<file path="config.mk">
export PLATFORM = sky130hd
export DESIGN_NAME = pc_sequencer
export DESIGN_NICKNAME = d
export VERILOG_FILES = /design/src/rtl/pc_seq_pkg.sv /design/src/rtl/next_pc_calc.sv /design/src/rtl/pc_sequencer.sv
export SDC_FILE = /design/constraint.sdc
export NUM_CORES = 1
export LEC_CHECK = 0
export CAP_MARGIN = 30
export CORE_MARGIN = 8
export CORE_UTILIZATION = 25
export CTS_CLUSTER_DIAMETER = 200
export DETAILED_ROUTE_END_ITERATION = 7
export PLACE_DENSITY_LB_ADDON = 0.1
export RECOVER_POWER = 100
export SKIP_LAST_GASP = 1
export SYNTH_ARGS = -nofsm -noshare
export SYNTH_HDL_FRONTEND = slang
export SYNTH_SLANG_ARGS = --single-unit
</file>
<file path="constraint.sdc">
create_clock -name CLK -period 4.4 [get_ports CLK]
set_input_delay 1.32 -clock CLK [delete_from_list [all_inputs] [get_ports CLK]]
set_output_delay 1.32 -clock CLK [all_outputs]
set_load 0.02 [all_outputs]
</file>
<file path="src/rtl/pc_seq_pkg.sv">
// Shared types and constants for the program-counter sequencer.
package pc_seq_pkg;

  typedef enum logic [1:0] {
    BOOT   = 2'd0,
    RUN    = 2'd1,
    STALL  = 2'd2,
    HALTED = 2'd3
  } state_t;

  localparam logic [31:0] PC_STEP    = 32'd4;
  localparam int          WORD_SHIFT = 2;

  function automatic logic [31:0] word_offset(
    input logic [7:0] off
  );
    logic [31:0] w_ext;
    w_ext = {{24{off[7]}}, off};
    return w_ext << WORD_SHIFT;
  endfunction

endpackage

</file>
<file path="src/rtl/next_pc_calc.sv">
// Combinational next-PC arithmetic: sequential, target and the
// selected next address for one instruction.
module next_pc_calc
  import pc_seq_pkg::*;
(
  input  logic [31:0] i_pc,
  input  logic [7:0]  i_offset,
  input  logic        i_branch,
  input  logic        i_branch_ne,
  input  logic        i_jump,
  input  logic        i_zero,
  output logic [31:0] o_seq,
  output logic [31:0] o_tgt,
  output logic [31:0] o_next
);

  logic w_taken;

  assign o_seq   = i_pc + PC_STEP;
  assign o_tgt   = o_seq + word_offset(i_offset);
  assign w_taken = i_jump
                 | (i_branch & i_zero)
                 | (i_branch_ne & ~i_zero);
  assign o_next  = w_taken ? o_tgt : o_seq;

endmodule

</file>
<file path="src/rtl/pc_sequencer.sv">
// Program counter owner: boot, fetch, branch/jump, stall capture
// and halt sequencing.
module pc_sequencer
  import pc_seq_pkg::*;
#(
  parameter logic [31:0] RESET_VECTOR    = 32'h0000_0000,
  parameter int          PC_UPDATE_DELAY = 1,
  parameter int          STALL_CNT_W     = 16
) (
  input  logic                   CLK,
  input  logic                   RESET,
  input  logic                   BRANCH,
  input  logic                   BRANCH_NE,
  input  logic                   JUMP,
  input  logic                   ZERO,
  input  logic [7:0]             OFFSET,
  input  logic                   BUSYWAIT,
  input  logic                   HALT,
  output logic [31:0]            PC,
  output logic                   IREAD,
  output logic [STALL_CNT_W-1:0] STALL_CNT
);

  state_t                 r_state;
  state_t                 w_state_nxt;
  logic [31:0]            r_pc;
  logic [31:0]            w_pc_nxt;
  logic [31:0]            r_pend_tgt;
  logic [31:0]            w_pend_tgt_nxt;
  logic                   r_pend_vld;
  logic                   w_pend_vld_nxt;
  logic [STALL_CNT_W-1:0] r_cnt;
  logic                   w_cnt_inc;
  logic [31:0]            w_seq;
  logic [31:0]            w_tgt;
  logic [31:0]            w_next;
  logic                   w_unused;

  next_pc_calc u_calc (
    .i_pc        (r_pc),
    .i_offset    (OFFSET),
    .i_branch    (BRANCH),
    .i_branch_ne (BRANCH_NE),
    .i_jump      (JUMP),
    .i_zero      (ZERO),
    .o_seq       (w_seq),
    .o_tgt       (w_tgt),
    .o_next      (w_next)
  );

  // Output delay is a sim-only notion; the register updates at the edge.
  assign w_unused = ^{w_seq, w_tgt} ^ (PC_UPDATE_DELAY != 0);

  always_comb begin
    w_state_nxt    = r_state;
    w_pc_nxt       = r_pc;
    w_pend_tgt_nxt = r_pend_tgt;
    w_pend_vld_nxt = r_pend_vld;
    w_cnt_inc      = 1'b0;
    unique case (r_state)
      BOOT: w_state_nxt = RUN;
      RUN: begin
        if (HALT) begin
          w_state_nxt = HALTED;
        end else if (BUSYWAIT) begin
          w_state_nxt    = STALL;
          w_pend_tgt_nxt = w_next;
          w_pend_vld_nxt = 1'b1;
          w_cnt_inc      = 1'b1;
        end else begin
          w_pc_nxt = w_next;
        end
      end
      STALL: begin
        if (BUSYWAIT) begin
          w_cnt_inc = 1'b1;
        end else begin
          w_pc_nxt       = r_pend_vld ? r_pend_tgt : r_pc;
          w_pend_vld_nxt = 1'b0;
          w_state_nxt    = RUN;
        end
      end
      HALTED: w_state_nxt = HALTED;
      default: w_state_nxt = RUN;
    endcase
  end

  always_ff @(posedge CLK or negedge RESET) begin
    if (!RESET) begin
      r_state    <= BOOT;
      r_pc       <= RESET_VECTOR;
      r_pend_tgt <= '0;
      r_pend_vld <= 1'b0;
      r_cnt      <= '0;
    end else begin
      r_state    <= w_state_nxt;
      r_pc       <= w_pc_nxt;
      r_pend_tgt <= w_pend_tgt_nxt;
      r_pend_vld <= w_pend_vld_nxt;
      if (w_cnt_inc && (r_cnt != '1)) begin
        r_cnt <= r_cnt + 1'b1;
      end
    end
  end

  assign PC        = r_pc;
  assign IREAD     = (r_state == RUN) || (r_state == STALL);
  assign STALL_CNT = r_cnt;

endmodule

</file>
; ---- Word-level counts from Yosys, hierarchy flattened
; Index checks and enable logic that the tools add are counted.
[word_totals]
register_bits = 83
inputBits = 16
out_inout_bits = 49
word_cells = 49
[op_classes]
n_addsub = 3
n_eq_ne = 10
mux = 17
n_bitwise = 6
n_reduce_logical = 8
[op_table]
columns = cell, n
row1 = 32-bit 2-to-1 mux, 5
row2 = 32-bit case mux with 2 select lines, 1
row3 = "32-bit by 3-bit adder with 32-bit output, second input constant", 1
row4 = 32-bit adder, 1
row5 = "16-bit by 1-bit adder with 16-bit output, second input constant", 1
row6 = "16-bit != test, second input constant", 1
row7 = "2-bit != test, second input constant", 5
row8 = 2-bit case mux with 4 select lines, 1
row9 = 2-bit 2-to-1 mux, 3
row10 = 1-bit 2-to-1 mux, 5
row11 = 5-bit AND reduction, 1
row12 = "2-bit equality test, second input constant", 2
row13 = 1-bit case mux with 2 select lines, 2
row14 = 4-bit AND reduction, 1
row15 = "3-bit != test, second input constant", 1
row16 = 3-bit AND reduction, 1
row17 = 1-bit AND, 2
row18 = "2-bit by 1-bit equality test with 1-bit output, second input constant", 1
row19 = 2-bit zero test, 1
row20 = 1-bit NOT, 2
row21 = 1-bit OR, 2
row22 = 2-bit AND reduction, 1
row23 = 2-bit nonzero test, 1
row24 = 1-bit logical AND, 1
row25 = 1-bit logical OR, 1

; ---- Logic depth before layout (Yosys ltp)
[depth]
ltp_word = 7
depth_mapped = 16

; ---- Hierarchy
; Synthesis repeated with hierarchy kept, for this count alone.
[unflattened]
hier_cells = 711
hier_area_um2 = 6422.4
[by_module_without_submodules]
columns = module, instances, cells_per_inst, area_each_um2
row1 = pc_sequencer, 1, 306, 3688.5
row2 = next_pc_calc, 1, 405, 2733.9

; ---- Least setup slack after synthesis
; Ideal clock, no wire load.
[synth_timing]
kind = reg-to-reg
start = reg r_pc[2] (netlist: PC[2])
end = reg r_pend_tgt[29]
t_arrival_ns = 3.448
required_time_ns = 4.335
setup_slack_ns = 0.887
path_stages_with_launch = 16
path_buffers = 0
period_less_slack_ns = 3.513
cell_sequence = dfrtp_1 -> ha_1 -> nand2_1 -> nor2_1 -> nand3_1 -> nor2_1 -> nand4_1 -> xnor2_1 -> ha_1 -> a21oi_1 -> o211ai_1 -> a41oi_1 -> mux2_2 -> a31o_2 -> o31ai_1 -> mux2_2
[synth_via]
elab_chain_cells = 3
[synth_lines]
columns = element, line
row1 = start: declaration, pc_sequencer.sv:26  ; logic [31:0] r_pc;
row2 = start signal: assignment, pc_sequencer.sv:97  ; r_pc <= w_pc_nxt;
row3 = 32-bit by 3-bit adder with 32-bit output (*), next_pc_calc.sv:19  ; assign o_seq = i_pc + PC_STEP;
row4 = 32-bit adder, next_pc_calc.sv:20  ; assign o_tgt = o_seq + word_offset(i_offset);
row5 = 32-bit 2-to-1 mux (*), next_pc_calc.sv:24  ; assign o_next = w_taken ? o_tgt : o_seq;
row6 = end signal: assignment, pc_sequencer.sv:98  ; r_pend_tgt <= w_pend_tgt_nxt;
row7 = end: declaration, pc_sequencer.sv:28  ; logic [31:0] r_pend_tgt;
; Mark *: on every way between the ends. The rest lies on a longest branch, timed or not.
; A chain may end at the register's enable or synchronous reset.

; ---- Worst setup path in the final report
[layout_timing]
start = in OFFSET[0]
end = reg r_pend_tgt[24]
[layout_via]
elab_chain_cells = 2
[layout_lines]
columns = element, line
row1 = start: declaration, pc_sequencer.sv:16  ; input logic [7:0] OFFSET,
row2 = 32-bit adder, next_pc_calc.sv:20
row3 = 32-bit 2-to-1 mux, next_pc_calc.sv:24
; Every way passes these cells.

==> reports/qor.csv <==
metric,value,unit
Mapped Area,6180,µm²
Root Buffer,clkbuf_16,
vias in the first global route,5722,
fin crit share,94.2,%
residual DRC count,0,
layout cell share with drive strength beyond 1,9.49,%
RSZ-0062 raised after global routing,no,
CP max-delay cell,dlygate4sd3_1,
GRT Total Usage,13.6,%
worst path arrival time,4.33,ns
Placed Cells,1130,
VDD IR max,168,µV
Syn Area/Cell,8.46,µm²
fin util,31.7,%
Multi-input gate area,3930,µm²
relative slew slack,-15.4,%
DR vias,5644,
Main synth FF type,dfrtp_1,
total gr overflow,0,
initial DRC count,242,
leakage,3.58,nW
Worst Path Max Fanout,7,
CTS tree,built,
DRT Pass-1 Iters,4,
mux contribution to synthesized area,4.09,%
Synth Area in Compound Gates,20.9,%
largest family of logic cells by synthesized area,simple AND/OR/NAND/NOR gates,
GP Congestion,0.860,
post-synthesis sequential area ratio,33.6,%
Power Density,249,nW/µm²
synth unique cells,70,
die height,173,µm
Post-Syn Nets,789,
Worst path max stage delay,0.54,ns
Synth Area in Simple Gates,21.3,%
first-pass GRT wire length,32.6,mm
die area,30000,µm²
Most common cell on crit path,o21ai_0,
Diodes inserted,0,
Initial Utilization,25.4,%
CP Capture Type,register,
Core ar.,24300,µm²
violated checks,"capacitance limit, slew limit",
HPWL after detailed placement,15.8,mm
Register Area,2080,µm²
number of synthesized flops with an enable pin,0,
fin crit period,4.14,ns
most frequent cells in the layout,"nand2_1, dfrtp_1, o21ai_0",
Clock Latency Late Sink,0.35,ns
synthesis-to-finish area growth,24.5,%
CTS Buf Count,9,
status,"finished, violations left",
setup tns final,0,ns
clock skew,0.00899,ns
critical path required time,4.59,ns
largest net degree at the start of global routing,52,
#FFs+latches synth,83,
"non-filler cells, final",1146,
"CTS clk-pin slew, worst paths",0.06,ns
"Hold Vio Cnt, Final",0,
Synth Area in XOR/XNOR,8.62,%
"commonest non-fill, non-tap cell in the layout",nand2_1,
crit-path cells,"dlygate4sd3_1, ha_1, fa_1, a21oi_1, o22ai_1, o21ai_0, buf_4, o21ai_0, o2111ai_1, a21oi_1, o21ai_0, buf_4, a31oi_1",
FILL cells,2558,
H-tree Lvls,3,
slew at the pin closest to its max-slew limit,1.73,ns
Setup-failing EPs final,0,
clock tree buffer depth,2,
io pins,65,
Adder-Cell Fraction of Synth Area,8.62,%
Worst setup SP type,primary input,
synthesized instance count,731,
port buffer count,64,
DRT antenna net count,0,
post-DR wirelength/cell,17.7,µm
DRT Wirelength,20.3,mm
Async SR Flop Fraction,100,%
"Slew Viols, Final",30,
Setup CP Type,in2reg,
setup bufs post-CTS,0,
Hold WC Path Type,reg2reg,
fmax,241,MHz
vias per inst,4.92,
initial antenna violation count,0,
clk sinks,83,
YS warnings,0,
Min Hold Slack,0.477,ns
Die Width,173,µm
nets,875,
row count,57,
Max-cap violations,1,
==> cell usage after synthesis (all sizes together) (13+ instances only) <==
| cell type | number | area [µm²] |
|---|---|---|
| nand2 | 92 | 345 |
| dfrtp | 83 | 2080 |
| o21ai | 77 | 385 |
| a21oi | 59 | 299 |
| nor2 | 59 | 221 |
| ha | 41 | 513 |
| xnor2 | 39 | 349 |
| clkbuf | 26 | 98.8 |
| and3 | 24 | 150 |
| nand3 | 23 | 120 |
| xor2 | 21 | 184 |
| mux2i | 14 | 140 |
| nand4 | 14 | 103 |
| nor3 | 14 | 81.3 |
| inv | 13 | 48.8 |
==> path summary, 6_finish.rpt <==
check                      depth (start not counted)  slack, ns           start        endpoint
max                                               13       0.26       OFFSET[0]  r_pend_tgt[24]
min                                                2       0.48  r_pend_tgt[27]  r_pend_tgt[27]
max reg2reg                                       16       0.28           PC[2]  r_pend_tgt[31]
min reg2reg                                        2       0.48  r_pend_tgt[27]  r_pend_tgt[27]
max in group asynchronous                          2       1.11           RESET      r_pend_vld
min in group asynchronous                          1       1.41           RESET   r_pend_tgt[3]
==> logic make-up (layout without fill, tap and decap cells) <==
family,Yosys count,after routing
mux,24,24
buf+inv,44,135
simple gates,267,267
flops,83,83
fa+ha+maj,42,42
compound gates,211,211
xor+xnor,60,60
==> metal layers <==
metal / global-route usage [%] / wire length [µm] / share of wire [%]
met5: 0 / 0 / 0
met4: 2.91 / 177 / 0.87
met3: 2.13 / 580 / 2.9
met2: 21.9 / 9150 / 45
met1: 18.9 / 10400 / 51
==> report_power, final <==
group          switching [mW]  internal (mW)
Combinational           0.221          0.147
Clock                   0.362          0.401
Sequential             0.0134          0.771
Total                   0.596           1.32
==> area by class of cell <==
class                           instances  area share (%)
Inverter                               13           0.634
Clock inverter                          7           0.878
Tap cell                              324            5.27
Multi-Input combinational cell        604            51.0
Sequential cell                        83            27.0
Timing Repair Buffer                  106            12.3
Clock buffer                            9            2.93
==> worst max-delay path, delay by kind of cell <==
| kind | cells | cell delay, ns |
|---|---|---|
| AOI/OAI and AO/OA | 8 | 1.46 |
| buffers and inverters | 3 | 0.90 |
| adders and majority gates | 2 | 0.65 |
==> stage by stage <==
step                worst slack [ns]  total power [mW]  instance area (µm²)
finish                         0.257              1.91                 7700
global route                  0.0430              2.02                 7700
CTS                           0.0727              1.95                 7730
detailed placement           -0.0488              1.17                 7440
global placement             -0.0725              1.17                 7440
floorplan                      0.887              1.02                 6180
==> flip-flops by register name, summed over array words and instances (netlist names) <==
| signal | flops |
|---|---|
| r_pend_vld | 1 |
| STALL_CNT | 16 |
| r_state | 2 |
| r_pend_tgt | 32 |
| PC | 32 |
==> what timing repair did <==
action | in CTS | in global routing
setup endpoints to repair | 0 | 2
resized for setup | 0 | 2
hold buffers | 0 | 0
Power figures use the tool's default switching activity.
